$ cat src/rtl/skid_reg.sv
// skid_reg: WIDTH-bit data register with synchronous active-low reset and load enable
module skid_reg #(
    parameter int WIDTH = 32
) (
    input  logic             clk,
    input  logic             resetn,
    input  logic             load,
    input  logic [WIDTH-1:0] d,
    output logic [WIDTH-1:0] q
);
    always_ff @(posedge clk) begin
        if (!resetn) q <= '0;
        else if (load) q <= d;
    end
endmodule

$ cat src/rtl/skid_stage.sv
// skid_stage: registered valid/ready pipeline stage with a 2-deep skid slot and saturating stall counter
module skid_stage #(
    parameter int WIDTH = 32,
    parameter int CNT_W = 16
) (
    input  logic             clk,
    input  logic             resetn,
    input  logic             flush,
    input  logic             in_valid,
    input  logic [WIDTH-1:0] in_data,
    output logic             in_ready,
    output logic             out_valid,
    output logic [WIDTH-1:0] out_data,
    input  logic             out_ready,
    output logic [1:0]       occupancy,
    output logic [CNT_W-1:0] stall_cnt
);
    typedef enum logic [1:0] {EMPTY = 2'd0, ONE = 2'd1, FULL = 2'd2} state_t;
    state_t state, state_n;
    logic accept, pop, main_ld, skid_ld;
    logic [WIDTH-1:0] main_d, skid_q;
    assign in_ready  = state != FULL;
    assign out_valid = state != EMPTY;
    assign occupancy = state;
    assign accept    = in_valid & in_ready;
    assign pop       = out_valid & out_ready;
    always_ff @(posedge clk) begin
        if (!resetn) state <= EMPTY;
        else state <= state_n;
    end
    always_comb begin
        state_n = state;
        main_ld = 1'b0;
        skid_ld = 1'b0;
        main_d  = in_data;
        if (flush) state_n = EMPTY;
        else begin
            case (state)
                EMPTY: begin
                    main_ld = accept;
                    state_n = accept ? ONE : EMPTY;
                end
                ONE: begin
                    main_ld = accept & pop;
                    skid_ld = accept & ~pop;
                    state_n = (accept & ~pop) ? FULL : (pop & ~accept) ? EMPTY : ONE;
                end
                FULL: begin
                    main_ld = pop;
                    main_d  = skid_q;
                    state_n = pop ? ONE : FULL;
                end
                default: state_n = EMPTY;
            endcase
        end
    end
    skid_reg #(.WIDTH(WIDTH)) u_main (.clk(clk), .resetn(resetn), .load(main_ld), .d(main_d), .q(out_data));
    skid_reg #(.WIDTH(WIDTH)) u_skid (.clk(clk), .resetn(resetn), .load(skid_ld), .d(in_data), .q(skid_q));
    always_ff @(posedge clk) begin
        if (!resetn) stall_cnt <= '0;
        else if (!flush && out_valid && !out_ready && stall_cnt != '1) stall_cnt <= stall_cnt + 1'b1;
    end
endmodule

$ cat config.mk
export PLATFORM = sky130hd
export DESIGN_NAME = skid_stage
export DESIGN_NICKNAME = d
export VERILOG_FILES = /design/src/rtl/skid_reg.sv /design/src/rtl/skid_stage.sv
export SDC_FILE = /design/constraint.sdc
export NUM_CORES = 1
export LEC_CHECK = 0
export ABC_AREA = 1
export CAP_MARGIN = 0
export CELL_PAD_IN_SITES_DETAIL_PLACEMENT = 1
export CELL_PAD_IN_SITES_GLOBAL_PLACEMENT = 1
export CORE_ASPECT_RATIO = 1.4
export CORE_UTILIZATION = 34
export CTS_CLUSTER_DIAMETER = 120
export DETAILED_ROUTE_END_ITERATION = 8
export GPL_TIMING_DRIVEN = 1
export PLACE_DENSITY_LB_ADDON = 0.2
export SYNTH_ARGS = -nofsm -noshare
export SYNTH_HDL_FRONTEND = slang
export SYNTH_SLANG_ARGS = --single-unit
$ cat constraint.sdc
create_clock -name clk -period 2.5 [get_ports clk]
set_clock_uncertainty 0.2 [all_clocks]
set_input_delay 0.5 -clock clk [delete_from_list [all_inputs] [get_ports clk]]
set_output_delay 0.5 -clock clk [all_outputs]
set_load 0.01 [all_outputs]
==> flow_summary.ini <==
[global_routing]
grt_first_pass_wirelength_mm = 17.3
grt_overflow = 0
antenna_found_initial = 0
grt_util_all_layers = 0.200
grt_pass1_vias = 3821
grt_max_degree = 65

[yosys]
synth_compound_area_frac = 0.204
async_flop_share = 0
synth.top_cells.by_count = 91 x nor2_1, 89 x nand2_1, 82 x dfxtp_1
synth_top_family_by_area = simple AND/OR/NAND/NOR gates
syn_nets = 565
synth_area_um2 = 3640
synth_fa_ha_area_frac = 0.0103
syn_avg_cell_area_um2 = 6.93
synth_top_cell_area_share = 0.451
synthMuxAreaShare = 0
yosysUniqueCellTypes = 25
synthXorXnorAreaFrac = 0.0145
synthSimpleGateAreaFrac = 0.225
synth_top_area_cell = dfxtp_1
ys_seq_area_frac = 0.451
synth-seq-cells = 82
yosys-top-cells-area = dfxtp_1 45%, nor2_1 9.4%, nand2_1 9.2%, o21ai_1 8.1%, a21oi_1 6.5%
synth_flop_cell = dfxtp_1
yosys_warnings = 0
syn_inst = 525
synth_edf_count = 0
yosysMostFrequentCell = nor2_1

[critical_path]
cp.arrival_ns = 1.47
r2r_slack_ns = 0.42
criticalPathCategory = register to primary output
worst_setup_path_end_kind = primary output
critPathMaxFanout = 4
start_kind = register
worst_ep_required_time_ns = 1.80

[sta]
finalSetupViolCount = 0
hold_slack_ns = 0.246
rsz0062_at_grt = false
period_share = 0.869
finalSetupTns_ns = 0
clock.fmax_mhz = 460
worst_pin_slew_ns = 0.339
worst_slack_ns = 0.328
drv_slew = 0
period_minus_slack_ns = 2.17
finalHoldViolCount = 0
slew_headroom = 0.773

[cts]
post_cts_buffers = 0
cts_root_buffer = clkbuf_16
htree_levels = 3
clkSlewWorstSetupHoldPaths_ns = 0.06
cts_buffer_depth = 2
clk_latency_ns = 0.34
postCtsHoldBufs = 0
cts.sinks = 82
cts_buffers = 9
tritoncts = built
cts_resized = 0

[power]
powerDensity_nw_per_um2 = 618
ir_worst_vdd_mv = 0.360
leakage_nw = 1.95

[run]
drv_cap = 0

[floorplan]
dieArea_um2 = 11100
core_area_um2 = 10400
ioPinCount = 89
core.rowCount = 44
start_util = 0.349
die_w_um = 89.4
die_y_um = 124

[final_layout]
final_area_um2 = 5060
antenna_cells = 0
regArea_um2 = 1640
nFillCells = 1296
multiInputGateArea_um2 = 1660
area_growth_pct = 39.2
post_route_cells_drive_above_1_share = 0.0715
nets = 650
fin_util = 0.486

[detailed_routing]
drtPass1Iterations = 4
drtIter0Drc = 106
routedWlPerCell_um = 13.9
antenna_left = 0
drc = 0
num_vias = 3699
routed_wl_mm = 10.4
via_per_inst = 4.91

[place]
place_ws_ns = -0.0180
place.gp.congestion = 0.779
dpl.hpwl_mm = 7.49
placed_area_um2 = 4760
port_buffers = 88

[status]
status = finished, final reports clean

[min_path]
min_path_type = register to register
## where the power goes
part,internal (mW),switching (mW)
Sequential,1.36,0.0267
Combinational,0.195,0.183
Clock,0.785,0.580
Total,2.34,0.789
## cell type report
cell class	count	share of cell area
multi-input combinational	358	0.329
sequential	82	0.324
timing repair buffer	101	0.210
clock buffer	9	0.0445
inverter	58	0.0430
tap	138	0.0341
clock inverter	7	0.0153
## worst max-delay path, cell delays in order, from the launching register on
cell and delay [ns]:
dfxtp_1 0.39, inv_1 0.06, nand2_1 0.13, clkdlybuf4s50_1 0.56
## routing by layer
metal / wire length [um] / global-route usage / part of all wire
met3: 289 / 0.0292 / 0.028
met4: 269 / 0.0906 / 0.026
met2: 5620 / 0.372 / 0.54
met1: 4270 / 0.213 / 0.41
met5: 0 / 0 / 0
## state kept, by name, indices dropped and copies added (netlist names)
name       count
u_main.q      32
u_skid.q      32
occupancy      2
stall_cnt     16
## final timing paths
path | depth (start not counted) | to | from
min reg2reg | 2 | u_skid.q[10] | u_skid.q[10]
min | 2 | u_skid.q[10] | u_skid.q[10]
max | 3 | in_ready | occupancy[0]
max reg2reg | 12 | u_main.q[12] | occupancy[0]
## cells by family (layout without fill, tap and decap cells)
group	count (synthesis)	count (layout)
AND/OR/NAND/NOR	202	202
AO/OA/AOI/OAI	147	147
buffers and inverters	85	175
flip-flops	82	82
XOR/XNOR	6	6
adder cells (fa/ha/maj)	3	3
## layout by cell type, fill, tap and decap left out, drive strengths merged
| cell type | synthesis | final |
|---|---|---|
| buf | 15 | 14 |
| inv | 57 | 59 |
| nor3 | 1 | 1 |
| bufinv | 0 | 1 |
| nor2 | 94 | 94 |
| nor3b | 1 | 1 |
| clkinv | 1 | 5 |
| clkdlybuf4s50 | 0 | 87 |
| nand4 | 7 | 7 |
| nand2 | 91 | 91 |
| ha | 3 | 3 |
| a21oi | 47 | 47 |
| o21ai | 99 | 99 |
| xnor2 | 3 | 3 |
| dfxtp | 82 | 82 |
| clkbuf | 12 | 9 |
| xor2 | 3 | 3 |
| o21bai | 1 | 1 |
| nand3 | 8 | 8 |
## per-stage QoR
stage | instances | power (mW)
global route | 753 | 3.25
global placement | 737 | 1.78
CTS | 753 | 3.17
floorplan | 525 | 1.58
finish | 753 | 3.13
detailed placement | 737 | 1.80
Note: power is estimated with default switching activity, not from simulation.
